`src/rtl/mula_sequencer.sv`:
```
// Multi-cycle MULA sequencer: iterative shift-add unsigned multiply, then adds the
// 2*WIDTH-bit product into the Hi:Lo accumulator while stalling the pipeline.
module mula_sequencer #(
  parameter int unsigned WIDTH      = 32,
  parameter bit          EARLY_TERM = 1'b1
) (
  input  logic             i_clk,
  input  logic             i_reset,
  input  logic             i_start,
  input  logic [WIDTH-1:0] i_op_a,
  input  logic [WIDTH-1:0] i_op_b,
  input  logic             i_flush,
  input  logic             i_clear_acc,
  output logic             o_stall,
  output logic             o_busy,
  output logic             o_done,
  output logic [WIDTH-1:0] o_hi,
  output logic [WIDTH-1:0] o_lo
);

  localparam int unsigned CntW = (WIDTH > 1) ? $clog2(WIDTH) : 1;

  typedef enum logic [1:0] {StIdle, StMul, StAcc, StDone} state_e;

  state_e               r_state, w_state_d;
  logic [2*WIDTH-1:0]   r_areg, w_areg_d;
  logic [WIDTH-1:0]     r_breg, w_breg_d;
  logic [2*WIDTH-1:0]   r_prod, w_prod_d;
  logic [CntW-1:0]      r_cnt, w_cnt_d;
  logic [2*WIDTH-1:0]   r_acc, w_acc_d;
  logic [WIDTH-1:0]     w_breg_shr;
  logic                 w_mul_last;

  assign w_breg_shr = r_breg >> 1;
  // Last iteration: counter exhausted, or no multiplier bits left to consume.
  assign w_mul_last = (r_cnt == CntW'(WIDTH - 1)) || (EARLY_TERM && (w_breg_shr == '0));

  always_comb begin
    w_state_d = r_state;
    w_areg_d  = r_areg;
    w_breg_d  = r_breg;
    w_prod_d  = r_prod;
    w_cnt_d   = r_cnt;
    w_acc_d   = r_acc;
    o_stall   = 1'b0;
    o_busy    = 1'b0;
    o_done    = 1'b0;

    unique case (r_state)
      StIdle: begin
        o_stall = i_start && !i_flush;
        if (i_clear_acc) begin
          w_acc_d = '0;
        end
        if (i_start && !i_flush) begin
          w_areg_d  = {{WIDTH{1'b0}}, i_op_a};
          w_breg_d  = i_op_b;
          w_prod_d  = '0;
          w_cnt_d   = '0;
          w_state_d = StMul;
        end
      end
      StMul: begin
        o_stall = 1'b1;
        o_busy  = 1'b1;
        if (i_flush) begin
          w_state_d = StIdle;
        end else begin
          if (r_breg[0]) begin
            w_prod_d = r_prod + r_areg;
          end
          w_areg_d = r_areg << 1;
          w_breg_d = w_breg_shr;
          w_cnt_d  = r_cnt + 1'b1;
          if (w_mul_last) begin
            w_state_d = StAcc;
          end
        end
      end
      StAcc: begin
        o_stall = 1'b1;
        o_busy  = 1'b1;
        if (i_flush) begin
          w_state_d = StIdle;
        end else begin
          w_acc_d   = r_acc + r_prod;
          w_state_d = StDone;
        end
      end
      StDone: begin
        // The MULA instruction still sits in EX here, so Start is not a new request.
        o_done    = 1'b1;
        w_state_d = StIdle;
      end
      default: begin
        w_state_d = StIdle;
      end
    endcase
  end

  always_ff @(posedge i_clk) begin
    if (i_reset) begin
      r_state <= StIdle;
      r_areg  <= '0;
      r_breg  <= '0;
      r_prod  <= '0;
      r_cnt   <= '0;
      r_acc   <= '0;
    end else begin
      r_state <= w_state_d;
      r_areg  <= w_areg_d;
      r_breg  <= w_breg_d;
      r_prod  <= w_prod_d;
      r_cnt   <= w_cnt_d;
      r_acc   <= w_acc_d;
    end
  end

  assign o_hi = r_acc[2*WIDTH-1:WIDTH];
  assign o_lo = r_acc[WIDTH-1:0];

endmodule

```
`config.mk`:
```
export PLATFORM = sky130hd
export DESIGN_NAME = mula_sequencer
export DESIGN_NICKNAME = d
export VERILOG_FILES = /design/src/rtl/mula_sequencer.sv
export SDC_FILE = /design/constraint.sdc
export NUM_CORES = 1
export LEC_CHECK = 0
export CAP_MARGIN = 20
export CORE_UTILIZATION = 30
export CTS_CLUSTER_SIZE = 24
export DETAILED_ROUTE_END_ITERATION = 10
export PLACE_DENSITY = 0.58
export SLEW_MARGIN = 30
export SYNTH_ARGS = -nofsm -noshare
export SYNTH_HDL_FRONTEND = slang
export SYNTH_SLANG_ARGS = --single-unit
```
`constraint.sdc`:
```
create_clock -name i_clk -period 4.1 [get_ports i_clk]
set_input_delay 0.82 -clock i_clk [delete_from_list [all_inputs] [get_ports i_clk]]
set_output_delay 0.82 -clock i_clk [all_outputs]
set_load 0.005 [all_outputs]
```
**Word-level counts from Yosys, hierarchy flattened**

Cells that the tools add are included.

- Bits of input ports: 69
- Register bits after elaboration: 231
- Word-level logic and storage cells: 55
- Output and inout port bits: 67

- Reduce and logical (&&, ||, !) cells: 12
- Muxes and demuxes: 24
- Add/subtract/negate cells: 3
- Equality and inequality tests: 10

Operator list:

| kind | count |
|---|---|
| 64-bit two-way mux | 7 |
| 64-bit case mux with 2 select lines | 3 |
| 64-bit adder | 2 |
| 32-bit two-way mux | 2 |
| 32-bit case mux with 2 select lines | 1 |
| 32-bit zero test | 1 |
| 5-bit two-way mux | 2 |
| 2-bit inequality test (second input constant) | 5 |
| 5-bit case mux with 2 select lines | 1 |
| 2-bit two-way mux | 4 |
| 2-bit case mux with 4 select lines | 1 |
| 3-bit AND reduction | 2 |
| 5-bit by 1-bit adder with 5-bit output (second input constant) | 1 |
| 5-bit equality test (second input constant) | 1 |
| 2-bit equality test (second input constant) | 2 |
| 4-bit AND reduction | 1 |
| 2-bit nonzero test | 2 |
| 3-bit inequality test (second input constant) | 1 |
| 2-bit by 1-bit equality test with 1-bit output (second input constant) | 1 |
| 2-bit zero test | 1 |
| 1-bit two-way mux | 2 |
| 1-bit case mux with 2 select lines | 1 |
| 2-bit AND reduction | 1 |
| 2-bit OR reduction | 1 |
| other kinds (3) | 3 |

**Logic depth before layout (Yosys ltp)**

- Word-level depth: 5
- Gate-level depth with buffers: 13
- Mapped depth without buffers: 13

**Worst setup path after synthesis**

OpenSTA, ideal clock, no wires.

- Kind: register -> register
- Start point: reg r_areg[0]
- End point: reg r_prod[60]
- Cell stages (with the launch flop): 14
- Period minus slack after synthesis: 2.799 ns
- Required time: 3.983 ns
- Path slack: 1.301 ns
- Buffers on the path: 0
- Library setup time: 0.117 ns
- Data arrival time: 2.681 ns
- Path through: dfxtp_1 -> ha_1 -> inv_1 -> fa_1 -> nor2b_1 -> o31ai_1 -> a21oi_1 -> a41o_1 -> a31oi_1 -> a21oi_2 -> a41oi_2 -> o32ai_1 -> o21ai_0 -> nand2b_1

- Cells in the longest elaborated chain, start to end: 4

Ends and longest elaborated chain:

| element | line | text |
|---|---|---|
| start: declaration | 26 | `logic [2*WIDTH-1:0] r_areg, w_areg_d;` |
| start signal: assignment | 111 | `r_areg <= w_areg_d;` |
| 64-bit adder | 70 | `w_prod_d = r_prod + r_areg;` |
| 64-bit two-way mux | 69 | `if (r_breg[0]) begin` |
| 64-bit two-way mux | 66 | `if (i_flush) begin` |
| 64-bit case mux with 2 select lines | 49 | `unique case (r_state)` |
| end signal: assignment | 113 | `r_prod <= w_prod_d;` |
| end: declaration | 28 | `logic [2*WIDTH-1:0] r_prod, w_prod_d;` |

Every way passes these cells. The select of a mux whose other input is x is not followed.
A chain may end at the register's enable or synchronous reset.

**Worst setup path after layout**

Ends and elaborated chain as after synthesis.

==> metrics.yaml <==
outcome: "complete, no violations"
gr-usage-met3_pct: 2.41
min_delay_worst_endpoint: "r_acc[55]"
timing.final.max_slew_violations: 0
cts.reportedPaths.clkPinSlew_ps: 60
fin_skew_ps: 33.1
htree_num_levels: 1
placement.io_buffers: 135
yosysWarningCount: 0
syn-mean-instance-area_um2: 7.98
ys_ff_latch: 231
setup_violations: 0
postSynthNetCount: 2184
routed_wire_length_per_instance_um: 17.2
grt_usage_pct: 17.2
io-pin-count: 136
grt-busiest-layer: "met2"
dpl-instance-area_um2: 17700
first_pass_grt_wire_length_um: 75300
ff2ff_path_depth: 14
gp_congestion: 0.924
avgViaCountPerCell: 5.34
cts_inserted_buffers: 28
die_area_um2: 53600
fp.dieW_um: 232
antenna_cells_inserted: 0
grt_util_met2_pct: 26.7
synth.yosys.seq_area_share_pct: 29.3
netlist-cell-type-count: 84
layout_min_cycle_time_ps: 3530
detail-route-antenna-nets: 0
hpwl_reported_at_the_end_of_detailed_placement_um: 36600
yosysMostFrequentCell: "sky130_fd_sc_hd__nor2_1"
timing.critical_path.from_type: "flip-flop"
timing.slew.headroom_pct: 39.9
coreArea_um2: 51700
synth_enable_flop_cells: 0
timing.fmax_mhz: 284
regToRegStartpoint: "r_areg[0]"
post_route_clock_period_utilization_pct: 86.0
grt_max_degree: 74
timing.critical_path.required_ps: 4540
timing.setup.tns_ps: 0
drt-total-wl_um: 47100
design_area_um2: 18700
post-route-drc-count: 0
timing.hold.worst.class: "flip-flop to flip-flop"
hold_depth: 2
pwrdens_nw_per_um2: 317
cts_hold_buffers: 0
clkLatencyLatePin_ps: 580
p_leak_nw: 7.40
clock_tree_root: "sky130_fd_sc_hd__clkbuf_16"
area_grow_syn2layout_pct: 18.3
grt_antenna_before_repair: 0
rsz0062_at_grt: "false"
max-clock-path-buffers: 3
ratio_of_cells_with_drive_above_1_in_the_final_layout_pct: 4.99
reg2reg_setup_slack_ps: 570
synth_async_sr_flop_share_pct: 0
syn-cell-area_um2: 15800
tritoncts: "yes"
netlist.top_cell.by_area: "sky130_fd_sc_hd__dfxtp_1"
multi_input_comb_area_um2: 10600
via_count: 14652
cts_resized: 0
critical_path_arrival_ps: 3970
final.fill_count: 5336
synth_commonest_cells: "sky130_fd_sc_hd__nor2_1, sky130_fd_sc_hd__dfxtp_1, sky130_fd_sc_hd__nand2_1, sky130_fd_sc_hd__a21oi_1, sky130_fd_sc_hd__ha_1"
worst_path_largest_cell_delay_ps: 410
cts.sink_count: 231
count_of_nets_after_finishing: 2246
gr-total-overflow: 0
synth_flop_cell: "sky130_fd_sc_hd__dfxtp_1"
worst-setup-path-type: "flip-flop to flip-flop"
initial_cell_density_of_the_core_pct: 30.6
largest_cells_by_area_after_synthesis: "sky130_fd_sc_hd__dfxtp_1, sky130_fd_sc_hd__ha_1, sky130_fd_sc_hd__nor2_1"
ff_latch_area_um2: 4620
tightest_slew_ps: 899
worst_path_dominant_cell_family: "compound AO/OA/AOI/OAI gates"
synth_largest_type_area_fraction_pct: 29.3
endpoint_kind: "flip-flop"
syn-instance-count: 1981
crit_slowest_cell: "sky130_fd_sc_hd__fa_1"
number_of_violations_reported_at_the_end_of_detailed_routing_iteration_0: 910
via_count_of_the_first_global_routing_pass: 14053
timing.critical_path.buf_inv: 2
groute.layer.met1.usage_pct: 24.0
min_from: "r_acc[55]"
report.final.hold_viol_count: 0
die_height_um: 232
maxCapViolCount: 0
placement_rows: 83
timing.critical_path.fanout_max: 6
dr.pass1.iters: 5
crit-reg2reg-capture: "r_prod[60]"
vdd_drop_max_mv: 0.290
path_cells: "ha_1 -> inv_1 -> fa_1 -> nor2b_1 -> o31ai_1 -> a21oi_1 -> a41o_1 -> a31oi_1 -> buf_4 -> a21oi_2 -> a41oi_2 -> o32ai_1 -> o21ai_0 -> nand2b_1"
post_cts_buffers: 0
flip-flops by register name (all words and copies together) (netlist names):
name,flops
r_areg,64
r_breg,32
r_acc,64
r_prod,64
r_cnt,5
r_state,2
worst max path at each step:
stage,cells after the start,end,start
2_1_floorplan,13,r_prod[60],r_areg[0]
3_3_place_gp,13,r_acc[62],r_prod[0]
3_5_place_dp,13,r_acc[58],r_prod[0]
4_1_cts,13,r_acc[62],r_prod[0]
5_1_grt,13,r_acc[58],r_prod[0]
6_report,14,r_prod[60],r_areg[0]
per-layer routing:
layer  share of wire (%)  wire length (um)
met1                  49             23100
met4                 3.2              1520
met2                  43             20200
met5                   0                 0
met3                 5.0              2380
cells by family (layout without fill, tap and decap cells):
logic type	Yosys count	after routing	share of synthesized area [%]
flip-flops	231	231	29.3
XOR/XNOR	114	114	6.32
adder cells (fa/ha/maj)	134	134	10.7
buffers and inverters	163	247	4.03
AO/OA/AOI/OAI	674	674	28.6
AND/OR/NAND/NOR	601	601	17.0
multiplexers	64	64	4.05
worst min-delay path: cells and delay by family (launching register included):
kind / cells / cell delay (ps)
simple gates: 1 / 60
compound gates: 1 / 50
flops: 1 / 330
layout by cell type, fill, tap and decap left out, types with 6 or more instances in the layout:
cell type and instances:
sky130_fd_sc_hd__and2_1 13, sky130_fd_sc_hd__a22o_1 8, sky130_fd_sc_hd__nand4_1 44, sky130_fd_sc_hd__nand2b_1 13, sky130_fd_sc_hd__inv_1 43, sky130_fd_sc_hd__o31ai_1 8, sky130_fd_sc_hd__buf_4 18, sky130_fd_sc_hd__a21boi_0 7
sky130_fd_sc_hd__a22oi_1 95, sky130_fd_sc_hd__o21a_1 19, sky130_fd_sc_hd__o21bai_1 31, sky130_fd_sc_hd__a21o_1 63, sky130_fd_sc_hd__nor2_1 242, sky130_fd_sc_hd__nor3_1 21, sky130_fd_sc_hd__o21ai_1 23, sky130_fd_sc_hd__mux2i_1 64
sky130_fd_sc_hd__a21oi_1 158, sky130_fd_sc_hd__clkbuf_16 28, sky130_fd_sc_hd__nand2_1 169, sky130_fd_sc_hd__o211ai_1 7, sky130_fd_sc_hd__o21ai_0 107, sky130_fd_sc_hd__clkinv_2 6, sky130_fd_sc_hd__a31oi_1 13, sky130_fd_sc_hd__xnor2_1 66
sky130_fd_sc_hd__clkdlybuf4s50_1 134, sky130_fd_sc_hd__nor2b_1 11, sky130_fd_sc_hd__nand3_1 33, sky130_fd_sc_hd__dfxtp_1 231, sky130_fd_sc_hd__ha_1 131, sky130_fd_sc_hd__nor4_1 15, sky130_fd_sc_hd__xor2_1 48, sky130_fd_sc_hd__and3_1 13
sky130_fd_sc_hd__a211oi_1 70
stage by stage:
step | std cells | hold WS [ps] | power (W) | setup slack (ps) | util, %
2_1_floorplan | 1981 | 446 | 0.00303 | 1300 | -
3_3_place_gp | 2693 | 472 | 0.00328 | 736 | 34.2
3_5_place_dp | 2693 | 477 | 0.00329 | 647 | 34.2
4_1_cts | 2745 | 487 | 0.00601 | 597 | 36.2
5_1_grt | 2745 | 522 | 0.00618 | 335 | 36.2
6_report | 2745 | 486 | 0.00592 | 573 | 36.2
final cells by class:
class                           count  share of cell area, %
Clock buffer                       37                   4.19
Clock inverter                     15                   1.18
Inverter                           43                  0.863
Multi-Input combinational cell   1587                   56.6
Sequential cell                   231                   24.7
Tap cell                          680                   4.55
Timing Repair Buffer              152                   7.89
where the power goes:
part	internal [W]	total [W]	switching, W
clock network	0.00166	0.00268	0.00102
registers	0.00233	0.00241	0.0000834
logic	0.000333	0.000827	0.000494
(Power assumes the default switching activity.)
